File: config.mk
export PLATFORM = sky130hd
export DESIGN_NAME = risc_controller_ws
export DESIGN_NICKNAME = d
export VERILOG_FILES = /design/src/rtl/risc_controller_ws.sv
export SDC_FILE = /design/constraint.sdc
export NUM_CORES = 1
export LEC_CHECK = 0
export CAP_MARGIN = 5
export CORE_MARGIN = 2
export CORE_UTILIZATION = 25
export DETAILED_ROUTE_END_ITERATION = 8
export GPL_ROUTABILITY_DRIVEN = 0
export PLACE_DENSITY = 0.48
export REMOVE_ABC_BUFFERS = 1
export SYNTH_ARGS = -nofsm -noshare
export SYNTH_HDL_FRONTEND = slang
export SYNTH_SLANG_ARGS = --single-unit
File: constraint.sdc
create_clock -name clk_i -period 2.7 [get_ports clk_i]
set_clock_uncertainty 0.1 [all_clocks]
set_input_delay 0.54 -clock clk_i [delete_from_list [all_inputs] [get_ports clk_i]]
set_output_delay 0.54 -clock clk_i [all_outputs]
set_load 0.005 [all_outputs]
File: src/rtl/risc_controller_ws.sv
// risc_controller_ws: multi-cycle RISC CPU controller with memory wait states,
// sticky halt/resume, illegal-opcode flag and a retired-instruction counter.
// Optional macro WS_TIMEOUT_EN: when defined, a memory phase stalled for more
// than WAIT_MAX cycles traps into ERROR and raises the sticky bus_err_o flag.
// When it is undefined, memory phases wait indefinitely and bus_err_o is 0.
//
// Memory handshake: a memory phase (INST_FETCH, operand read in OP_FETCH,
// STO write in STORE) asserts its strobe (rd_o or wr_o) as the request and
// holds both strobe and state until mem_ready_i is sampled high on a rising
// clk_i edge; that edge completes the transfer and the FSM advances.
module risc_controller_ws #(
    parameter int OPCODE_W = 3,
    parameter int WAIT_MAX = 7,
    parameter int CNT_W    = 16
) (
    input  logic                clk_i,
    input  logic                rst_ni,
    input  logic [OPCODE_W-1:0] opcode_i,
    input  logic                is_zero_i,
    input  logic                mem_ready_i,
    input  logic                resume_i,
    output logic                sel_o,
    output logic                rd_o,
    output logic                ld_ir_o,
    output logic                halt_o,
    output logic                inc_pc_o,
    output logic                ld_ac_o,
    output logic                ld_pc_o,
    output logic                wr_o,
    output logic                data_e_o,
    output logic                ill_op_o,
    output logic                bus_err_o,
    output logic [CNT_W-1:0]    retired_cnt_o,
    output logic [3:0]          state_o
);

    typedef enum logic [3:0] {
        INST_ADDR  = 4'd0,
        INST_FETCH = 4'd1,
        INST_LOAD  = 4'd2,
        IDLE       = 4'd3,
        OP_ADDR    = 4'd4,
        OP_FETCH   = 4'd5,
        ALU_OP     = 4'd6,
        STORE      = 4'd7,
        HALTED     = 4'd8,
        ERROR      = 4'd9
    } state_e;

    localparam logic [2:0] OP_HLT = 3'd0;
    localparam logic [2:0] OP_SKZ = 3'd1;
    localparam logic [2:0] OP_ADD = 3'd2;
    localparam logic [2:0] OP_LDA = 3'd5;
    localparam logic [2:0] OP_STO = 3'd6;
    localparam logic [2:0] OP_JMP = 3'd7;

    state_e           state_q;
    logic [CNT_W-1:0] retired_q;
    logic             legal;
    logic [2:0]       op3;
    logic             mem_phase;
    logic             stall;

`ifdef WS_TIMEOUT_EN
    localparam int WAIT_W = (WAIT_MAX < 1) ? 1 : $clog2(WAIT_MAX + 1);
    localparam logic [WAIT_W-1:0] WAIT_LAST = WAIT_W'(WAIT_MAX);

    logic [WAIT_W-1:0] wait_q;
    logic              bus_err_q;

    assign bus_err_o = bus_err_q;
`else
    // WAIT_MAX only matters when the timeout trap is built in.
    logic [31:0] unused_wait_max;
    assign unused_wait_max = WAIT_MAX;
    assign bus_err_o       = 1'b0;
`endif

    // Opcodes above 7 are illegal; only the low three bits name the operation.
    generate
        if (OPCODE_W > 3) begin : g_wide_op
            assign legal = ~|opcode_i[OPCODE_W-1:3];
        end else begin : g_narrow_op
            assign legal = 1'b1;
        end
    endgenerate

    assign op3           = opcode_i[2:0];
    assign mem_phase     = (state_q == INST_FETCH) ||
                           ((state_q == OP_FETCH) && rd_o) ||
                           ((state_q == STORE) && wr_o);
    assign stall         = mem_phase && !mem_ready_i;
    assign retired_cnt_o = retired_q;
    assign state_o       = state_q;

    // Strobe decode: Moore on state, qualified by opcode (and is_zero for SKZ).
    always_comb begin
        sel_o    = 1'b0;
        rd_o     = 1'b0;
        ld_ir_o  = 1'b0;
        halt_o   = 1'b0;
        inc_pc_o = 1'b0;
        ld_ac_o  = 1'b0;
        ld_pc_o  = 1'b0;
        wr_o     = 1'b0;
        data_e_o = 1'b0;
        ill_op_o = 1'b0;
        case (state_q)
            INST_ADDR: sel_o = 1'b1;
            INST_FETCH: begin
                sel_o = 1'b1;
                rd_o  = 1'b1;
            end
            INST_LOAD: begin
                sel_o   = 1'b1;
                ld_ir_o = 1'b1;
            end
            IDLE: begin
                if (!legal) begin
                    ill_op_o = 1'b1;
                end else if (op3 == OP_HLT) begin
                    halt_o = 1'b1;
                end else if ((op3 == OP_SKZ) && is_zero_i) begin
                    inc_pc_o = 1'b1;
                end
            end
            OP_ADDR: sel_o = 1'b0;
            OP_FETCH: rd_o = legal && (op3 != OP_STO);
            ALU_OP: begin
                ld_ac_o = legal && (op3 >= OP_ADD) && (op3 <= OP_LDA);
                ld_pc_o = legal && (op3 == OP_JMP);
            end
            STORE: begin
                wr_o     = legal && (op3 == OP_STO);
                data_e_o = legal && (op3 == OP_STO);
            end
            HALTED: halt_o = 1'b1;
            ERROR:  halt_o = 1'b1;
            default: sel_o = 1'b1;
        endcase
    end

    // Controller FSM: phase sequencing, wait-state hold/timeout, retire count.
    always_ff @(posedge clk_i or negedge rst_ni) begin
        if (!rst_ni) begin
            state_q   <= INST_ADDR;
            retired_q <= '0;
`ifdef WS_TIMEOUT_EN
            wait_q    <= '0;
            bus_err_q <= 1'b0;
`endif
        end else if (stall) begin
`ifdef WS_TIMEOUT_EN
            if (wait_q == WAIT_LAST) begin
                state_q   <= ERROR;
                bus_err_q <= 1'b1;
                wait_q    <= '0;
            end else begin
                wait_q <= wait_q + WAIT_W'(1);
            end
`endif
        end else begin
`ifdef WS_TIMEOUT_EN
            wait_q <= '0;
`endif
            case (state_q)
                INST_ADDR:  state_q <= INST_FETCH;
                INST_FETCH: state_q <= INST_LOAD;
                INST_LOAD:  state_q <= IDLE;
                IDLE: begin
                    if (legal && (op3 == OP_HLT)) begin
                        state_q   <= HALTED;
                        retired_q <= retired_q + CNT_W'(1);
                    end else begin
                        state_q <= OP_ADDR;
                    end
                end
                OP_ADDR:  state_q <= OP_FETCH;
                OP_FETCH: state_q <= ALU_OP;
                ALU_OP:   state_q <= STORE;
                STORE: begin
                    state_q   <= INST_ADDR;
                    retired_q <= retired_q + CNT_W'(1);
                end
                HALTED: begin
                    if (resume_i) begin
                        state_q <= INST_ADDR;
                    end
                end
                ERROR:   state_q <= ERROR;
                default: state_q <= INST_ADDR;
            endcase
        end
    end

endmodule

==> impl_results.md, run 1 <==
* Status: completed
* Cts-stage hold buffer count at 0
* Area of the core region at 4354 sq um
* Ratio of cells with drive above 1 in the final layout at roughly an eighth
* Vias in the first global route at roughly 980
* Row Count at 24
* Number of remaining DRC errors at 0
* Top Layer Used: met3
* Area added between synthesis and finish at 45.84%
* Cell chosen for the clock root: clkbuf_8
* Net switching fraction of the power at about a third
* Fraction of registers with async set or reset after synthesis at between 90% and 100%
* Antenna diode count at 0
* Met2 wire length at 1252 microns
* Avg WL per Cell at 12.60 microns
* Worst setup path class: input port to primary output
* Worst slack at placement at between 0.04 and 0.05 ns
* Kind of end point of the critical path: primary output
* Required time worst endpoint at 2.06 ns
* Met1 Wirelength at roughly 1200 microns
* Clock tree from TritonCTS: built
* Crit Reg-Reg Startpoint: state_o[1]$_DFFE_PN0P_
* Cell with the most instances after synthesis: dfrtp_1
* Total detailed-routing wirelength at about 2600 microns
* Die Width at a little over 70 microns
* IR drop worst, VDD at roughly 0.3 mV
* Number of hold violations in the final report at 0
* Max-cap check violation count at 0
* Die Outline Area at roughly 5100 sq um
* Total congestion overflow after global routing at 0
* Reg-to-reg setup timing slack at roughly 0.69 ns
* Psw at roughly 0.38 mW
* Antenna Violating Nets Remaining at 0
* Warnings, synthesis at 0
* Source of the critical timing path: opcode_i[2]
* HPWL reported at the end of detailed placement at 1972 microns
* Maximum achievable frequency at between 300 and 400 MHz
* Part of the total power dissipated in sequential elements at 39.9%
* Number of fillers in the final layout at about 420
* Slack of the critical path at roughly 0.10 ns
* Share of the core filled with cells in the final layout at 37.76%
* Cell type contributing the most total cell area after synthesis: dfrtp_1
* Final count of negative-setup-slack endpoints at 0
* Count of boundary I/O pins at 39
* Proportion of power drawn by the clock network at 19.7%
* Post-synthesis instance total at about 120
* Comb power frac at about two fifths
* Critical-path maximum fanout at 5
* Class of the tightest hold or removal check: flop to flop
* Clock Path Buffers at 2
* Via Count at approximately 970
* Fraction of synthesized cell area taken by the top area cell type at ~44%
* Combined area of the multi-input logic cells at approximately 570 sq um
* CP max stage delay at around 0.50 ns
* RSZ-0062 raised after global routing: false
* Number of CTS-inserted buffers at 3
* Buffers added on ports at 36
* Element type at the critical path start: input port
* Number of clock sinks at 20
* Worst-Margin Slew at between 0.5 and 0.6 ns
* Total global-route track usage at roughly 11%
* Chip height at 71.15 microns
* Aggregate negative setup slack at 0 ns
* Critical path, cell by cell: clkdlybuf4s50_1, buf_4, nor2_1, nand4_1, nor2_1, clkdlybuf4s50_1
* Commonest cells post-synth: 20 x dfrtp_1, 10 x nor2_1, 10 x nor3_1, 10 x xor2_1, 8 x inv_1
* CTS HTree Levels at 1
* Worst path arrival time at about 2.0 ns
* Final worst hold slack at between 0.3 and 0.4 ns
* Detail Route met3 WL at ~160 microns
* Via density per instance at 4.678
* Initial Util at around 26%
* Max Slew Vio Count at 0
* Critical-path top delay cell: clkdlybuf4s50_1
* Net count reported at finish at 166
* Cell area after technology mapping at approximately 1100 sq um
* Number of violations reported at the end of detailed-routing iteration 0 at 32
* Post-route minimum period at roughly 2.6 ns
* Cell Pwr Density at between 600 and 700 nW/um^2
* Clock insertion delay at the later pin of the skew report at about 0.25 ns
* Distinct cells, synth at 33
* Largest cells by area after synthesis: dfrtp_1 44%, xor2_1 7.8%, xnor2_1 4.7%, nor3_1 4.4%, nor2_1 3.3%
* Leakage dissipation at 0.7432 nW
* Post-synthesis sequential area ratio at ~44%
* Count of TritonRoute iterations in the first routing pass at 4
* Pin count of the biggest net entering global routing at 21
* Syn_area_per_cell at just under 10 sq um
* Final worst path period share at just under 100%
* Number of register bits inferred by synthesis at 20
* Startpoint of the most critical hold path: retired_cnt_o[15]$_DFFE_PN0P_
* Antenna violations before repair at 0
* FF/Latch Area at 500.5 sq um
* Wire length of the first global-routing pass at between 4000 and 5000 microns
* Total internal power at about 0.75 mW
* Number of flops mapped to enable cells by yosys at 0
* Max transition margin at between 60% and 70%
* Top FF cell, synth: dfrtp_1
* Clock transition at the register clock pins on the worst setup and hold paths after CTS at 0.07 ns
[power by group through the flow]
stage	clock [mW]	combinational (mW)	sequential, mW
floorplan	0	0.199	0.450
global placement	0	0.457	0.455
detailed placement	0	0.459	0.459
CTS	0.233	0.462	0.453
global route	0.248	0.507	0.470
finish	0.224	0.458	0.453
[state kept, by name, summed over array words and instances (netlist names)]
register and count:
retired_cnt_o 16, state_o 4
[area by class of cell]
class | count | share of cell area (%)
clock buffer | 4 | 3.349
inverter | 8 | 1.826
tap | 52 | 3.957
sequential | 20 | 30.44
multi-input combinational | 81 | 34.86
timing repair buffer | 43 | 25.57
[repair_timing]
action | CTS | global route
resized for setup | 0 | 6
buffers inserted | 0 | 0
setup endpoints to repair | 0 | 4
[path summary, 6_finish.rpt]
kind	to	depth (start not counted)
max	inc_pc_o	6
min	retired_cnt_o[15]$_DFFE_PN0P_	1
max reg2reg	retired_cnt_o[10]$_DFFE_PN0P_	4
min reg2reg	retired_cnt_o[15]$_DFFE_PN0P_	1
max in group asynchronous	state_o[3]$_DFFE_PN0P_	2
min in group asynchronous	retired_cnt_o[11]$_DFFE_PN0P_	2
[cell usage in the layout, fill, tap and decap left out, drive strengths merged, types with 6 or more instances in the layout]
master	instances
buf	7
clkdlybuf4s50	33
dfrtp	20
inv	8
nand2	7
nor2	10
nor3	10
xnor2	6
xor2	10
[per-stage QoR]
stage	total power, mW	cells	instance area [sq um]
after floorplan	0.6493	109	1089
after global placement	0.9127	204	1567
after detailed placement	0.9180	204	1567
after CTS	1.149	208	1622
after global routing	1.225	208	1644
final	1.135	208	1644
[layer usage]
metal,GRT usage (%),up-vias
met1,14.35,459
met2,18.83,33
met3,2.991,0
met5,0,-
li1,-,481
met4,1.258,0
[worst max-delay path: cells and delay by family]
kind                   cells  cell delay, ns
and+or+nand+nor            3            0.29
buffers and inverters      3            1.12
[kinds of logic after synthesis]
kind of cell | count (synthesis) | synth area share [%]
buffers and inverters | 15 | 6.437
AO/OA/AOI/OAI | 12 | 9.102
multiplexers | 1 | 0.9988
other | 1 | 0.3326
adder cells (fa/ha/maj) | 1 | 1.110
XOR/XNOR | 16 | 12.43
flip-flops | 20 | 44.40
AND/OR/NAND/NOR | 49 | 25.19
Note: power is estimated with default switching activity, not from simulation.
==> run 2: changes to the inputs <==
--- a/config.mk
+++ b/config.mk
@@ -5,12 +5,13 @@
 export SDC_FILE = /design/constraint.sdc
 export NUM_CORES = 1
 export LEC_CHECK = 0
+export ABC_AREA = 1
 export CAP_MARGIN = 5
 export CORE_MARGIN = 2
 export CORE_UTILIZATION = 25
 export DETAILED_ROUTE_END_ITERATION = 8
 export GPL_ROUTABILITY_DRIVEN = 0
-export PLACE_DENSITY = 0.48
+export PLACE_DENSITY = 0.58
 export REMOVE_ABC_BUFFERS = 1
 export SYNTH_ARGS = -nofsm -noshare
 export SYNTH_HDL_FRONTEND = slang
==> run 2 against run 1 <==
Effect of this change:
- highest routed layer is now met4
- register-to-register slack improved by 0.30 ns
- sequential power about the same
- clock power increased by 39%
- critical path type unchanged
- critical endpoint is now data_e_o
- first-iteration DRC count increased by 34%
- critical path depth unchanged
- maximum frequency increased by 0.75%
- power increased by 24%
- area after synthesis increased by 32%
- utilization decreased by 3.8 points
- setup slack improved by 0.019 ns
- global-route usage increased by 0.99 points
- synthesized cell count increased by 86%
==> impl_results.md, run 2 <==
* Distinct cells, synth at 28 (-15%)
* Die Outline Area at 6584 sq um (+30%)
* End point of the worst hold path: retired_cnt_o[15]$_DFFE_PN0P_
* Max Slew Vio Count at 0 (unchanged)
* Number of remaining DRC errors at 0 (unchanged)
* Ratio of cells with drive above 1 in the final layout at 13.49% (+0.67 points)
* Startpoint of the most critical hold path: retired_cnt_o[15]$_DFFE_PN0P_
* Min-Delay Path Depth at 2 (+1)
* Critical path, cell by cell: clkdlybuf4s50_1, nand2_1, nor2_2, nand2_4, inv_1, clkdlybuf4s50_1
* Post-synthesis sequential area ratio at 33.64% (-11 points)
* Worst slack at placement at 0.1070 ns (+0.06280 ns)
* Clock tree from TritonCTS: built
* Fraction of synthesized cell area taken by the top area cell type at 33.64% (-11 points)
* Cell with the most instances after synthesis: nand2_1
* Number of hold violations in the final report at 0 (unchanged)
* Number of flops mapped to enable cells by yosys at 0 (unchanged)
* Worst Reg-to-Reg Cells at 7 (+3)
* CTS HTree Levels at 1 (unchanged)
* Post-synthesis instance total at 214 (+86%)
* Max-cap check violation count at 0 (unchanged)
* Source of the critical timing path: opcode_i[1]
* Flip-flop count of the largest register after layout at 16 (unchanged)
* Final count of negative-setup-slack endpoints at 0 (unchanged)
* Number of violations reported at the end of detailed-routing iteration 0 at 43 (+34%)
* Cell area after technology mapping at 1488 sq um (+32%)
* Post-route minimum period at 2.576 ns (-0.01927 ns)
* Cell type contributing the most total cell area after synthesis: dfrtp_1
* Via density per instance at 4.477 (-4.3%)
* Aggregate negative setup slack at 0 ns (unchanged)
* Warnings, synthesis at 0 (unchanged)
* Area of the core region at 5851 sq um (+34%)
* Final worst path period share at 95.43% (-0.71 points)
* Number of placed instances, taps included at 323 (+58%)
* Worst setup path class: input port to primary output
* Wire length of the first global-routing pass at 6320 microns (+37%)
* Leakage dissipation at 0.9256 nW (+25%)
* Critical-path maximum fanout at 3 (-2)
* Initial Util at 25.43% (-0.46 points)
* Clock insertion delay at the later pin of the skew report at 0.26 ns (about the same)
* Cell chosen for the clock root: clkbuf_8
* Fraction of registers with async set or reset after synthesis at 100.0% (unchanged)
* Commonest cells after routing, fill and taps aside: 76 x nand2_1, 36 x clkdlybuf4s50_1, 22 x nor2_1, 20 x nand3_1, 20 x dfrtp_1
* CP max stage delay at 0.52 ns (+0.02 ns)
* Largest cells by area after synthesis: dfrtp_1 34%, nand2_1 19%, nand3_1 6.7%, nor2_1 6.1%, nand2_2 5.0%
* Avg WL per Cell at 10.91 microns (-13%)
* Area added between synthesis and finish at 33.56%
* Number of clock sinks at 20 (unchanged)
* Class of the tightest hold or removal check: flop to flop
* Status: completed
* Commonest cells post-synth: 76 x nand2_1, 24 x nor2_1, 20 x dfrtp_1, 20 x nand3_1, 17 x inv_1
* Critical-path top delay cell: clkdlybuf4s50_1
* Slack of the critical path at 0.1235 ns (+0.01927 ns)
* Postcts setup bufs at 0 (unchanged)
* Finished Layout Cells at 327 (+57%)
* Clock Path Buffers at 2 (unchanged)
* Cell Pwr Density at 710.6 nW/um^2 (+3.0%)
* Number of CTS-inserted buffers at 3 (unchanged)
* Kind of end point of the critical path: primary output
* Via Count at 1464 (+50%)
* Top FF cell, synth: dfrtp_1
* Vias in the first global route at 1392 (+42%)
* Most used cell along the critical path: clkdlybuf4s50_1
* CP delay by family, top: buffers and inverters
* Reg-to-reg setup timing slack at 0.99 ns (+0.30 ns)
* Die Width at 81.14 microns (+14%)
* Total detailed-routing wirelength at 3568 microns (+36%)
* Element type at the critical path start: input port
* Worst path bufs/invs at 3 (unchanged)
* Post-cts resize count at 0 (unchanged)
* IR drop worst, VDD at 0.3471 mV (+15%)
* Buffers added on ports at 36 (unchanged)
* HPWL reported at the end of detailed placement at 2686 microns (+36%)
* Count of boundary I/O pins at 39 (unchanged)
* RSZ-0062 raised after global routing: false
* Total congestion overflow after global routing at 0 (unchanged)
* Required time worst endpoint at 2.06 ns (about the same)
* Row Count at 28 (+17%)
* Crit Reg-Reg Startpoint: retired_cnt_o[0]$_DFFE_PN0P_
* Chip height at 81.14 microns (+14%)
* Number of register bits inferred by synthesis at 20 (unchanged)
* Maximum achievable frequency at 388.1 MHz (+0.75%)
* Worst path arrival time at 1.94 ns (-0.02 ns)
* Clock transition at the register clock pins on the worst setup and hold paths after CTS at 0.08 ns (about the same)
* Cell area after layout at 1987 sq um (+21%)
* Pin count of the biggest net entering global routing at 21 (unchanged)
* Share of the core filled with cells in the final layout at 33.96% (-3.8 points)
* Instance area after placement at 1911 sq um (+22%)
* Syn_area_per_cell at 6.952 sq um (-29%)
* Total global-route track usage at 12.00% (+0.99 points)
* Net count reported at finish at 262 (+58%)
* End of the worst register-to-register path: retired_cnt_o[8]$_DFFE_PN0P_
* Antenna Violating Nets Remaining at 0 (unchanged)
* Most common cell after layout, fill and taps aside: nand2_1
* Count of TritonRoute iterations in the first routing pass at 4 (unchanged)
* Antenna diode count at 0 (unchanged)
* Cts-stage hold buffer count at 0 (unchanged)
* Antenna violations before repair at 0 (unchanged)
run 2: cell count changes after synthesis, sizes merged, moves of 7 or more:
| cell | delta |
|---|---|
| inv | +11 |
| nand2 | +86 |
| nand3 | +15 |
| nor2 | +18 |
| nor3 | -7 |
run 2: worst max-delay path by stage:
stage / end / slack, ns / cells past startpoint
finish: data_e_o / 0.12 / 6
global route: data_e_o / 0.02 / 6
floorplan: halt_o / 1.04 / 3
global placement: wr_o / 0.13 / 6
detailed placement: data_e_o / 0.11 / 6
CTS: data_e_o / 0.10 / 6
run 2: worst min-delay path: stages, from the launching register on:
cell     delay, ns
dfrtp_1       0.40
nand2_1       0.07
nand2_1       0.06
run 2: cell type report:
class / instances / area, sq um
clock buffers: 3 / 41.29
repair buffers: 38 / 375.4
clock inverters: 1 / 30.03
fillers: 636 / 3864
flip-flops and latches: 20 / 500.5
well taps: 75 / 93.84
multi-input cells: 170 / 862.1
inverters: 20 / 83.83
run 2: through the flow:
stage	power, mW	hold slack, ns
after CTS	1.437	0.4599
after detailed placement	1.120	0.4415
after floorplan	0.8379	0.1444
after global routing	1.532	0.5005
final	1.412	0.4498
after global placement	1.116	0.4122
run 2: kinds of logic after synthesis:
logic type | synth area share, %
DFF | 33.64
adders and majority gates | 0.8409
buffers and inverters | 8.999
AOI/OAI and AO/OA | 2.859
and+or+nand+nor | 49.87
xor gates and xnor gates | 3.532
other | 0.2521
run 2: report_power, final:
group / internal [mW] / total [mW] / switching (mW)
Clock: 0.198 / 0.311 / 0.113
Sequential: 0.353 / 0.453 / 0.0998
Combinational: 0.299 / 0.648 / 0.349
Total: 0.850 / 1.41 / 0.562
run 2: per-layer routing:
layer | GRT usage (%) | vias up | share of wire, %
li1 | - | 749 | -
met1 | 15.52 | 674 | 49
met2 | 20.33 | 39 | 44
met3 | 2.111 | 2 | 6.2
met4 | 3.729 | 0 | 0.45
met5 | 0 | - | 0
